[config.mk]
export PLATFORM = sky130hd
export DESIGN_NAME = bru_resolve
export DESIGN_NICKNAME = d
export VERILOG_FILES = /design/src/rtl/bru_resolve.sv
export SDC_FILE = /design/constraint.sdc
export NUM_CORES = 1
export LEC_CHECK = 0
export CORE_ASPECT_RATIO = 2
export CORE_MARGIN = 8
export CORE_UTILIZATION = 50
export CTS_BUF_LIST = sky130_fd_sc_hd__clkbuf_4 sky130_fd_sc_hd__clkbuf_8
export DETAILED_ROUTE_END_ITERATION = 10
export HOLD_SLACK_MARGIN = 0.03
export PLACE_DENSITY_LB_ADDON = 0.05
export SLEW_MARGIN = 0
export SYNTH_ARGS = -nofsm -noshare
export SYNTH_HDL_FRONTEND = slang
export SYNTH_SLANG_ARGS = --single-unit
[constraint.sdc]
create_clock -name clk -period 16.1 [get_ports clk]
set_clock_uncertainty 0.05 [all_clocks]
set_input_delay 1.61 -clock clk [delete_from_list [all_inputs] [get_ports clk]]
set_output_delay 1.61 -clock clk [all_outputs]
set_load 0.02 [all_outputs]
[src/rtl/bru_resolve.sv]
// bru_resolve: branch-resolution unit with an in-order prediction queue, PC redirect and flush.
// Define BRU_RESOLVE_STAT_EN to add the stat_resolved / stat_mispred counters.
module bru_resolve #(
    parameter int PC_W = 64,
    parameter int DEPTH = 4,
    parameter logic [PC_W-1:0] START_PC = 'h8000_0000
) (
    input  logic                     clk,
    input  logic                     rst,
    input  logic                     pred_valid,
    output logic                     pred_ready,
    input  logic [PC_W-1:0]          pred_pc,
    input  logic                     pred_taken,
    input  logic [PC_W-1:0]          pred_target,
    input  logic                     res_valid,
    input  logic [PC_W-1:0]          res_pc,
    input  logic                     res_taken,
    input  logic [PC_W-1:0]          res_target,
    output logic                     redirect,
    output logic [PC_W-1:0]          redirect_pc,
    input  logic                     redirect_ack,
    output logic                     flush,
    output logic                     order_err,
    output logic [$clog2(DEPTH):0]   q_count
`ifdef BRU_RESOLVE_STAT_EN
    ,
    output logic [31:0]              stat_resolved,
    output logic [31:0]              stat_mispred
`endif
);
    localparam int AW = $clog2(DEPTH);
    localparam int CW = AW + 1;

    typedef enum logic {RUN, REDIR} state_t;
    state_t state, state_nx;

    // Each slot keeps the predicted PC and the predicted next-PC already resolved at push time.
    logic [PC_W-1:0] q_pc [DEPTH];
    logic [PC_W-1:0] q_next [DEPTH];
    logic [AW-1:0] rd_ptr, wr_ptr;
    logic [CW-1:0] count;
    logic [PC_W-1:0] pred_next, act_next;
    logic push, pop, bad_order, mis, empty;

    always_comb begin
        empty      = count == '0;
        pred_next  = pred_taken ? pred_target : pred_pc + PC_W'(4);
        act_next   = res_taken ? res_target : res_pc + PC_W'(4);
        pred_ready = !rst && state == RUN && count < CW'(DEPTH);
        push       = pred_valid && pred_ready;
        pop        = res_valid && state == RUN;
        bad_order  = pop && (empty || res_pc != q_pc[rd_ptr]);
        mis        = pop && (bad_order || act_next != q_next[rd_ptr]);
        state_nx   = state == RUN ? (mis ? REDIR : RUN) : (redirect_ack ? RUN : REDIR);
        redirect   = state == REDIR;
        q_count    = count;
    end

    always_ff @(posedge clk or posedge rst) begin
        if (rst) state <= RUN;
        else     state <= state_nx;
    end

    always_ff @(posedge clk) begin
        if (push && !mis) begin
            q_pc[wr_ptr]   <= pred_pc;
            q_next[wr_ptr] <= pred_next;
        end
    end

    always_ff @(posedge clk or posedge rst) begin
        if (rst) begin
            rd_ptr      <= '0;
            wr_ptr      <= '0;
            count       <= '0;
            redirect_pc <= START_PC;
            flush       <= 1'b0;
            order_err   <= 1'b0;
        end else begin
            flush <= mis;
            if (bad_order) order_err <= 1'b1;
            if (mis) begin
                rd_ptr      <= '0;
                wr_ptr      <= '0;
                count       <= '0;
                redirect_pc <= act_next;
            end else begin
                if (push) wr_ptr <= wr_ptr + AW'(1);
                if (pop)  rd_ptr <= rd_ptr + AW'(1);
                count <= count + CW'(push) - CW'(pop);
            end
        end
    end

`ifdef BRU_RESOLVE_STAT_EN
    always_ff @(posedge clk or posedge rst) begin
        if (rst) begin
            stat_resolved <= '0;
            stat_mispred  <= '0;
        end else begin
            if (pop && ~&stat_resolved) stat_resolved <= stat_resolved + 32'd1;
            if (mis && ~&stat_mispred)  stat_mispred  <= stat_mispred + 32'd1;
        end
    end
`endif
endmodule

==> out/results.tsv, run 1 <==
metric	value	unit
clock_latency	0.68	ns
wl_per_cell	32.41	um
cts_resized	0	
fillers	4519	
wl	104900	um
ys_seq_area_share	60.06	%
ctsHoldBuffers	0	
via_per_inst	6.103	
worst_setup_path_start_kind	primary input	
max_freq	0.1064	GHz
yosys.area.top_type_share	53.60	%
yosys-top-cells-area	edfxtp_1 54%, mux4_2 7.9%, dfrtp_1 6.4%	
power_frac_clock	32.7	%
dr_total_vias	19756	
hold_path_end	order_err$_DFFE_PP0N_	
final_layout_size_suffix_gt1_share	14.30	%
firstDrtPassIters	6	
finalCritPeriodShare	58.38	%
path_max_fanout	69	
synth_edf_count	512	
max-cap-violations	0	
num_rows	124	
worst_ep_arrival_time	9.63	ns
grt_pass1_vias	20523	
slew_viol_final	0	
power_density	103.3	nW/um2
portBuffers	333	
slew_headroom	25.40	%
p_int	2.598	mW
clock_path_buffers	3	
status	finished, final reports clean	
h-tree-depth	3	
cts_tree	yes	
cp_data_required_time	16.33	ns
yosys.area.top_type	edfxtp_1	
final_core_util	60.26	%
clkSinkCount	586	
combPwrFrac	17.2	%
dp_hpwl	80630	um
start_util	50.38	%
tns	0	ns
antenna_found_initial	8	
period_minus_slack	9.398	ns
netlist_area	28690	um2
tightest_slew	1.112	ns
synth_flop_cell	edfxtp_1	
rsz0062_at_grt	false	
hold_viol	0	
gp_congestion	0.9983	
io_pins	334	
die_w	185.4	um
setup_viol_count_final	0	
hold_class	reg2reg	
leakage	11.05	nW
grt_max_degree	76	
ant_nets	0	
final_cell_mix	512 x edfxtp_1, 331 x clkdlybuf4s50_1, 196 x nand2_1	
syn_to_final_growth	19.62	%
r2r-start	rd_ptr[0]$_DFFE_PP0P_	
grt_pass1_wl	146000	um
path_class	in2reg	
endpoint_kind	flop	
pwr-share-seq	50.1	%
first_iter_violations	1724	
rr_endpoint	q_next[3][6]$_DFFE_PP_	
die_h	354.7	um
drc_errors	0	
async_reset_ff_share	12.63	%
root_buffer	clkbuf_8	
min_path_cells	1	
r2r_setup_slack	7.18	ns
cts_made_buffers	81	
synth_area_per_cell	13.71	um2
sw_frac_of_total	26.75	%
fin_nets	2688	
die-area	65750	um2
ir_drop	0.09306	mV
ys_ff_latch	586	
cts_setup_buffers	0	
gr-total-overflow	0	
synthCells	2092	
clkTransAtPathRegs	0.07	ns
core_area	56940	um2
yosysUniqueCellTypes	79	
grt_use_total	31.68	%
ys_warn_count	0	
p_switching	948.6	uW
worstHoldStart	order_err$_DFFE_PP0N_	
syn-num-nets	2364	
layout_commonest_cell	edfxtp_1	
rr_worst_depth	15	
## cells in the mapped netlist, types with 5 or more instances
library cell / count
and4_1: 18
o21ai_0: 114
mux2_4: 30
nand2_1: 196
o31a_1: 5
nand3_1: 73
dfrtp_1: 73
a211oi_1: 5
o2111ai_1: 12
nand4_1: 53
nor2_1: 81
nor4b_1: 6
xnor2_1: 125
o31ai_1: 8
buf_1: 11
o211ai_1: 11
inv_1: 49
a21oi_1: 29
or4_1: 19
nand2b_1: 9
nor2b_1: 8
or3_1: 14
and3_1: 21
a31oi_1: 11
ha_1: 8
nor3_1: 28
xor2_1: 101
mux2_2: 33
nor4_1: 38
mux2i_1: 81
and2_1: 11
mux4_2: 100
clkbuf_1: 66
o22ai_1: 7
buf_2: 38
edfxtp_1: 512
## critical path, cell delays in order
cell	delay, ns
clkdlybuf4s50_1	0.78
nand4_1	0.42
or4_1	0.83
nor4_1	0.73
xor2_1	0.43
o221ai_1	0.42
nor4_1	0.66
o2111ai_1	0.40
nor4_4	0.44
a21oi_4	0.09
buf_4	0.30
buf_4	0.41
nor3b_2	0.31
buf_4	0.72
buf_4	0.92
## worst max path at each step
stage / startpoint / to / slack, ns / depth (start not counted)
final: res_pc[24] / q_next[3][6]$_DFFE_PP_ / 6.70 / 15
after global routing: res_pc[17] / q_next[1][11]$_DFFE_PP_ / 6.54 / 15
after CTS: res_pc[24] / q_next[3][23]$_DFFE_PP_ / 6.80 / 15
after detailed placement: res_pc[24] / q_next[1][6]$_DFFE_PP_ / 6.12 / 15
after global placement: res_pc[24] / q_next[3][6]$_DFFE_PP_ / 6.12 / 15
after floorplan: res_pc[16] / q_next[0][0]$_DFFE_PP_ / 1.27 / 13
## routing by layer
| layer | part of all wire (%) | wire length, um | track usage (%) |
|---|---|---|---|
| met1 | 34 | 36000 | 35.26 |
| met2 | 52 | 54240 | 55.32 |
| met3 | 7.3 | 7626 | 5.571 |
| met4 | 6.7 | 7012 | 19.36 |
| met5 | 0.040 | 42 | 0 |
## final cells by class
cell class              count  area, um2  area share (%)
flip-flops and latches    586      17240           50.23
multi-input cells        1331      10740           31.31
repair buffers            365       3568           10.40
clock buffers             108       1330           3.876
well taps                 756      945.9           2.757
clock inverters            35      284.0          0.8278
inverters                  51      192.7          0.5616
diodes                      5      12.51         0.03647
## per-stage QoR
step / power, mW / hold slack [ns] / instances / setup slack (ns) / area (um2)
2_1_floorplan: 2.105 / 0.4925 / 2092 / 1.266 / 28690
3_3_place_gp: 2.410 / 0.4168 / 3089 / 6.118 / 32690
3_5_place_dp: 2.419 / 0.4311 / 3089 / 6.119 / 32690
4_1_cts: 3.573 / 0.4468 / 3232 / 6.801 / 34300
5_1_grt: 3.661 / 0.4633 / 3234 / 6.541 / 34300
6_report: 3.546 / 0.4391 / 3237 / 6.702 / 34310
## state kept, by name, summed over array words and instances, names as in the netlist
signal       cells
flush            1
order_err        1
q_count          3
q_next         256
q_pc           256
rd_ptr           2
redirect         1
redirect_pc     64
wr_ptr           2
## kinds of logic (layout without fill, tap and decap cells)
logic type / after synthesis / after routing / share of synthesized area [%]
compound gates: 258 / 258 / 5.801
buf+inv: 175 / 559 / 2.617
flops: 586 / 586 / 60.06
other cells: 0 / 5 / 0
mux: 244 / 244 / 13.54
xor+xnor: 227 / 227 / 6.979
simple gates: 593 / 593 / 10.58
fa+ha+maj: 9 / 9 / 0.4188
## power by group through the flow
stage / logic, mW / registers [mW] / clock network [mW]
final: 0.609 / 1.78 / 1.16
after global routing: 0.638 / 1.78 / 1.24
after CTS: 0.611 / 1.78 / 1.18
after detailed placement: 0.609 / 1.81 / 0
after global placement: 0.604 / 1.81 / 0
after floorplan: 0.236 / 1.87 / 0
Power figures use the tool's default switching activity.
==> inputs of run 2 (changes only) <==
clock period = 9.7 ns   (was 16.1 ns; I/O delays follow)
==> out/results.tsv, run 2 (synthesis results as in run 1) <==
metric	value	unit	change
status	finished, final reports clean		
top_regs	q_next: 256 flops, q_pc: 256 flops, redirect_pc: 64 flops		
layout.cells.non_filler	3246		+0.28%
period_minus_slack	7.534	ns	
syn_to_final_growth	20.04	%	
firstDrtPassIters	8		+2
r2r-start	rd_ptr[0]$_DFFE_PP0P_		
rsz0062_at_grt	false		
finalCritPeriodShare	77.67	%	
cp_data_required_time	9.92	ns	-6.41 ns
grt_max_degree	129		+70%
cts_tree	yes		
io_pins	334		unchanged
wl_per_cell	32.99	um	+1.8%
root_buffer	clkbuf_8		
clock_latency	0.68	ns	about the same
die_w	185.4	um	unchanged
h-tree-depth	3		unchanged
slew_viol_final	0		unchanged
slew_headroom	25.79	%	+0.38 points
cts_resized	0		unchanged
worst_setup_path_start_kind	primary input		
max_freq	0.1327	GHz	
clkSinkCount	586		unchanged
antenna_found_initial	7		-1
path_max_fanout	128		+86%
clock_path_buffers	3		unchanged
dr_total_vias	20057		+1.5%
cts_setup_buffers	0		unchanged
tightest_slew	1.102	ns	-0.01069 ns
total_power	5.867	mW	+65%
ctsHoldBuffers	0		unchanged
via_per_inst	6.179		+1.2%
final_cell_mix	512 x edfxtp_1, 331 x clkdlybuf4s50_1, 196 x nand2_1		
min_path_cells	1		unchanged
worst_ep_arrival_time	7.75	ns	-1.88 ns
power_density	170.4	nW/um2	+65%
endpoint_kind	flop		
num_rows	124		unchanged
leakage	11.10	nW	+0.40%
die_h	354.7	um	unchanged
r2r_setup_slack	2.84	ns	-4.34 ns
hold_path_end	order_err$_DFFE_PP0N_		
rr_worst_depth	13		-2
gr-total-overflow	0		unchanged
first_iter_violations	1772		+2.8%
clkTransAtPathRegs	0.06	ns	about the same
setup_viol_count_final	0		unchanged
tns	0	ns	unchanged
fin_nets	2690		+0.074%
core_area	56940	um2	unchanged
worstHoldStart	order_err$_DFFE_PP0N_		
die-area	65750	um2	unchanged
ant_nets	0		unchanged
numPlacedInstances	3092		+0.097%
rr_endpoint	q_pc[3][56]$_DFFE_PP_		
wl	107100	um	+2.1%
hold_class	reg2reg		
cts_made_buffers	80		-1.2%
final_layout_size_suffix_gt1_share	14.38	%	+0.081 points
gp_congestion	1.006		+0.74%
start_util	50.38	%	unchanged
drc_errors	0		unchanged
dp_hpwl	83290	um	+3.3%
path_class	in2reg		
ir_drop	0.1421	mV	+53%
layout_commonest_cell	edfxtp_1		
max-cap-violations	0		unchanged
grt_pass1_vias	20629		+0.52%
grt_pass1_wl	148700	um	+1.9%
grt_use_total	32.39	%	+0.71 points
portBuffers	333		unchanged
hold_viol	0		unchanged
run 2: changes by cell type in the layout (fill, tap and decap cells not counted), sizes merged:
cell and delta:
clkbuf +4, buf +3, clkinv +3, clkinvlp -2, diode +2, bufinv -1
run 2: report_power, final:
part,switching (mW),internal (mW)
combinational,0.578,0.437
clock,0.928,0.970
sequential,0.0635,2.89
total,1.57,4.30
run 2: metal layers:
layer	routed length [um]	vias to the layer above	track usage, %
li1	-	8677	-
met1	36570	10114	35.90
met2	55810	1033	57.22
met3	7915	229	6.185
met4	6770	4	17.95
met5	28	-	0
run 2: stage by stage:
| stage | hold WS, ns | utilization, % | instance area [um2] | setup slack, ns |
|---|---|---|---|---|
| 3_5_place_dp | 0.4414 | 57.62 | 32810 | 1.597 |
| 6_report | 0.4520 | 60.48 | 34430 | 2.166 |
| 5_1_grt | 0.4578 | 60.45 | 34420 | 2.159 |
| 3_3_place_gp | 0.4134 | 57.62 | 32810 | 1.570 |
| 2_1_floorplan | 0.4925 | - | 28690 | -4.494 |
| 4_1_cts | 0.4549 | 60.44 | 34420 | 2.296 |
run 2: final cells by class:
cell class              instances  area, um2
well taps                     756      945.9
fillers                      4443      22510
inverters                      51      192.7
flip-flops and latches        586      17240
multi-input cells            1331      10740
diodes                          7      17.52
clock inverters                35      255.2
repair buffers                368       3691
clock buffers                 112       1354
run 2: worst max-delay path by stage:
stage	start	endpoint	cells after the start
floorplan	res_pc[16]	q_next[0][0]$_DFFE_PP_	13
global placement	res_pc[19]	q_next[3][42]$_DFFE_PP_	13
detailed placement	res_pc[19]	q_next[3][42]$_DFFE_PP_	13
CTS	res_pc[19]	q_pc[3][32]$_DFFE_PP_	13
global route	res_pc[24]	q_pc[3][56]$_DFFE_PP_	13
finish	res_pc[19]	q_pc[3][56]$_DFFE_PP_	13
run 2: critical path: stages:
cell	delay (ns)
clkdlybuf4s50_1	0.70
nand4_1	0.45
or4_1	0.84
nor4_1	0.56
xor2_1	0.48
o221ai_1	0.43
nor4_1	0.70
o2111ai_1	0.41
nor4_4	0.49
a21oi_4	0.29
buf_4	0.36
nor3b_2	0.27
buf_12	0.51
==> inputs of run 3 (changes only) <==
clock period = 7.2 ns   (was 9.7 ns; I/O delays follow)
==> out/results.tsv, run 3 (synthesis results as in run 1) <==
metric	value	unit	change
ctsHoldBuffers	0		unchanged
setup_viol_count_final	0		unchanged
final_core_util	61.25	%	+0.78 points
clock_path_buffers	3		unchanged
cts_setup_buffers	0		unchanged
path_class	in2reg		
worst_setup_path_start_kind	primary input		
die_h	354.7	um	unchanged
syn_to_final_growth	21.59	%	
start_util	50.38	%	unchanged
worst-path-buf-inv	2		-1
path_max_fanout	70		-45%
root_buffer	clkbuf_8		
stdcell_area	34880	um2	+1.3%
numPlacedInstances	3116		+0.78%
final_layout_size_suffix_gt1_share	15.28	%	+0.90 points
period_minus_slack	6.025	ns	
combPwrFrac	17.2	%	about the same
die-area	65750	um2	unchanged
io_pins	334		unchanged
p_int	5.940	mW	+38%
clock_latency	0.69	ns	about the same
rsz0062_at_grt	false		
pwr-share-seq	49.2	%	-1.2 points
antenna_found_initial	9		+2
critPathSlowestCell	a21boi_0		
drc_errors	0		unchanged
endpoint_kind	flop		
sw_frac_of_total	26.50	%	-0.25 points
path_delay_family	simple AND/OR/NAND/NOR gates		
die_w	185.4	um	unchanged
slew_headroom	25.35	%	-0.44 points
num_rows	124		unchanged
leakage	11.33	nW	+2.1%
cts_resized	0		unchanged
total_power	8.082	mW	+38%
first_iter_violations	1682		-5.1%
r2r_setup_slack	1.20	ns	-1.64 ns
grt_pass1_vias	20674		+0.22%
power_frac_clock	33.6	%	+1.3 points
max-cap-violations	0		unchanged
wl_per_cell	33.06	um	+0.22%
cp_data_required_time	7.69	ns	-2.23 ns
layout_commonest_cell	edfxtp_1		
tightest_slew	1.110	ns	+0.008235 ns
via_per_inst	6.164		-0.24%
finalCritPeriodShare	83.69	%	
ir_drop	0.2159	mV	+52%
grt_max_degree	109		-16%
cts_tree	yes		
grt_pass1_wl	149600	um	+0.61%
final_cell_mix	512 x edfxtp_1, 331 x clkdlybuf4s50_1, 196 x nand2_1		
grt_use_total	32.52	%	+0.13 points
top_regs	q_next: 256 flops, q_pc: 256 flops, redirect_pc: 64 flops		
path_cells	clkdlybuf4s50_1, nand4_1, nor4_2, nand3_1, or3_1, a21boi_0, nor4_1, nand4_1, nor4_4, a21oi_4, buf_12, mux2_2		
wl	108100	um	+0.93%
fin_nets	2715		+0.93%
status	finished, final reports clean		
hold_viol	0		unchanged
placed_cell_area	33160	um2	+1.1%
firstDrtPassIters	6		-2
dr_total_vias	20151		+0.47%
hold_class	reg2reg		
worst_ep_arrival_time	6.52	ns	-1.23 ns
portBuffers	333		unchanged
cp_common_cell	nand4_1		
gr-total-overflow	0		unchanged
place_ws	0.6233	ns	-0.9736 ns
p_switching	2.142	mW	+36%
gp_congestion	1.053		+4.7%
slew_viol_final	0		unchanged
h-tree-depth	3		unchanged
setup_ws	1.175	ns	-0.9916 ns
max_freq	0.1660	GHz	
clkTransAtPathRegs	0.07	ns	about the same
dp_hpwl	84330	um	+1.3%
tns	0	ns	unchanged
cts_made_buffers	81		+1.3%
cp_slowest_stage_delay	0.89	ns	+0.05 ns
clkSinkCount	586		unchanged
fillers	4462		+0.43%
ant_nets	0		unchanged
core_area	56940	um2	unchanged
layout.cells.non_filler	3269		+0.71%
hold_slack	0.4324	ns	-0.01955 ns
power_density	231.7	nW/um2	+36%
## run 3: changes by cell type in the layout (fill, tap and decap cells not counted), sizes merged
cell,before,now
clkbuf,112,101
bufinv,2,7
diode,7,6
clkinv,29,35
clkinvlp,3,1
inv,52,54
buf,37,61
## run 3: area by class of cell
cell class                 instances  area, um2  area share [%]
clock buffer                     101       1284           3.681
tap                              756      945.9           2.712
antenna                            6      15.01         0.04305
sequential                       586      17240           49.42
multi-input combinational       1331      10800           30.96
timing repair buffer             392       3984           11.42
inverter                          51      193.9          0.5561
clock inverter                    46      421.7           1.209
## run 3: layer usage
metal	GRT usage (%)	share of wire, %	wire length [um]
met1	36.67	35	37950
met2	56.63	51	55660
met3	5.786	6.8	7356
met4	19.02	6.6	7094
met5	0	0.024	26
## run 3: final timing paths
check / start / to / depth (start not counted)
worst max-delay path: res_pc[18] / redirect_pc[11]$_DFFE_PP0P_ / 12
worst min-delay path: order_err$_DFFE_PP0N_ / order_err$_DFFE_PP0N_ / 1
worst max register to register: rd_ptr[0]$_DFFE_PP0P_ / q_next[1][18]$_DFFE_PP_ / 13
worst min register to register: order_err$_DFFE_PP0N_ / order_err$_DFFE_PP0N_ / 1
max in group asynchronous: rst / rd_ptr[0]$_DFFE_PP0P_ / 3
min in group asynchronous: rst / redirect_pc[36]$_DFFE_PP0P_ / 3
## run 3: power groups by stage
stage	registers [mW]	clock network, mW	logic [mW]
floorplan	4.16	0	0.538
global placement	4.04	0	1.37
detailed placement	4.05	0	1.38
CTS	3.98	2.76	1.39
global route	3.99	2.89	1.45
finish	3.98	2.72	1.39
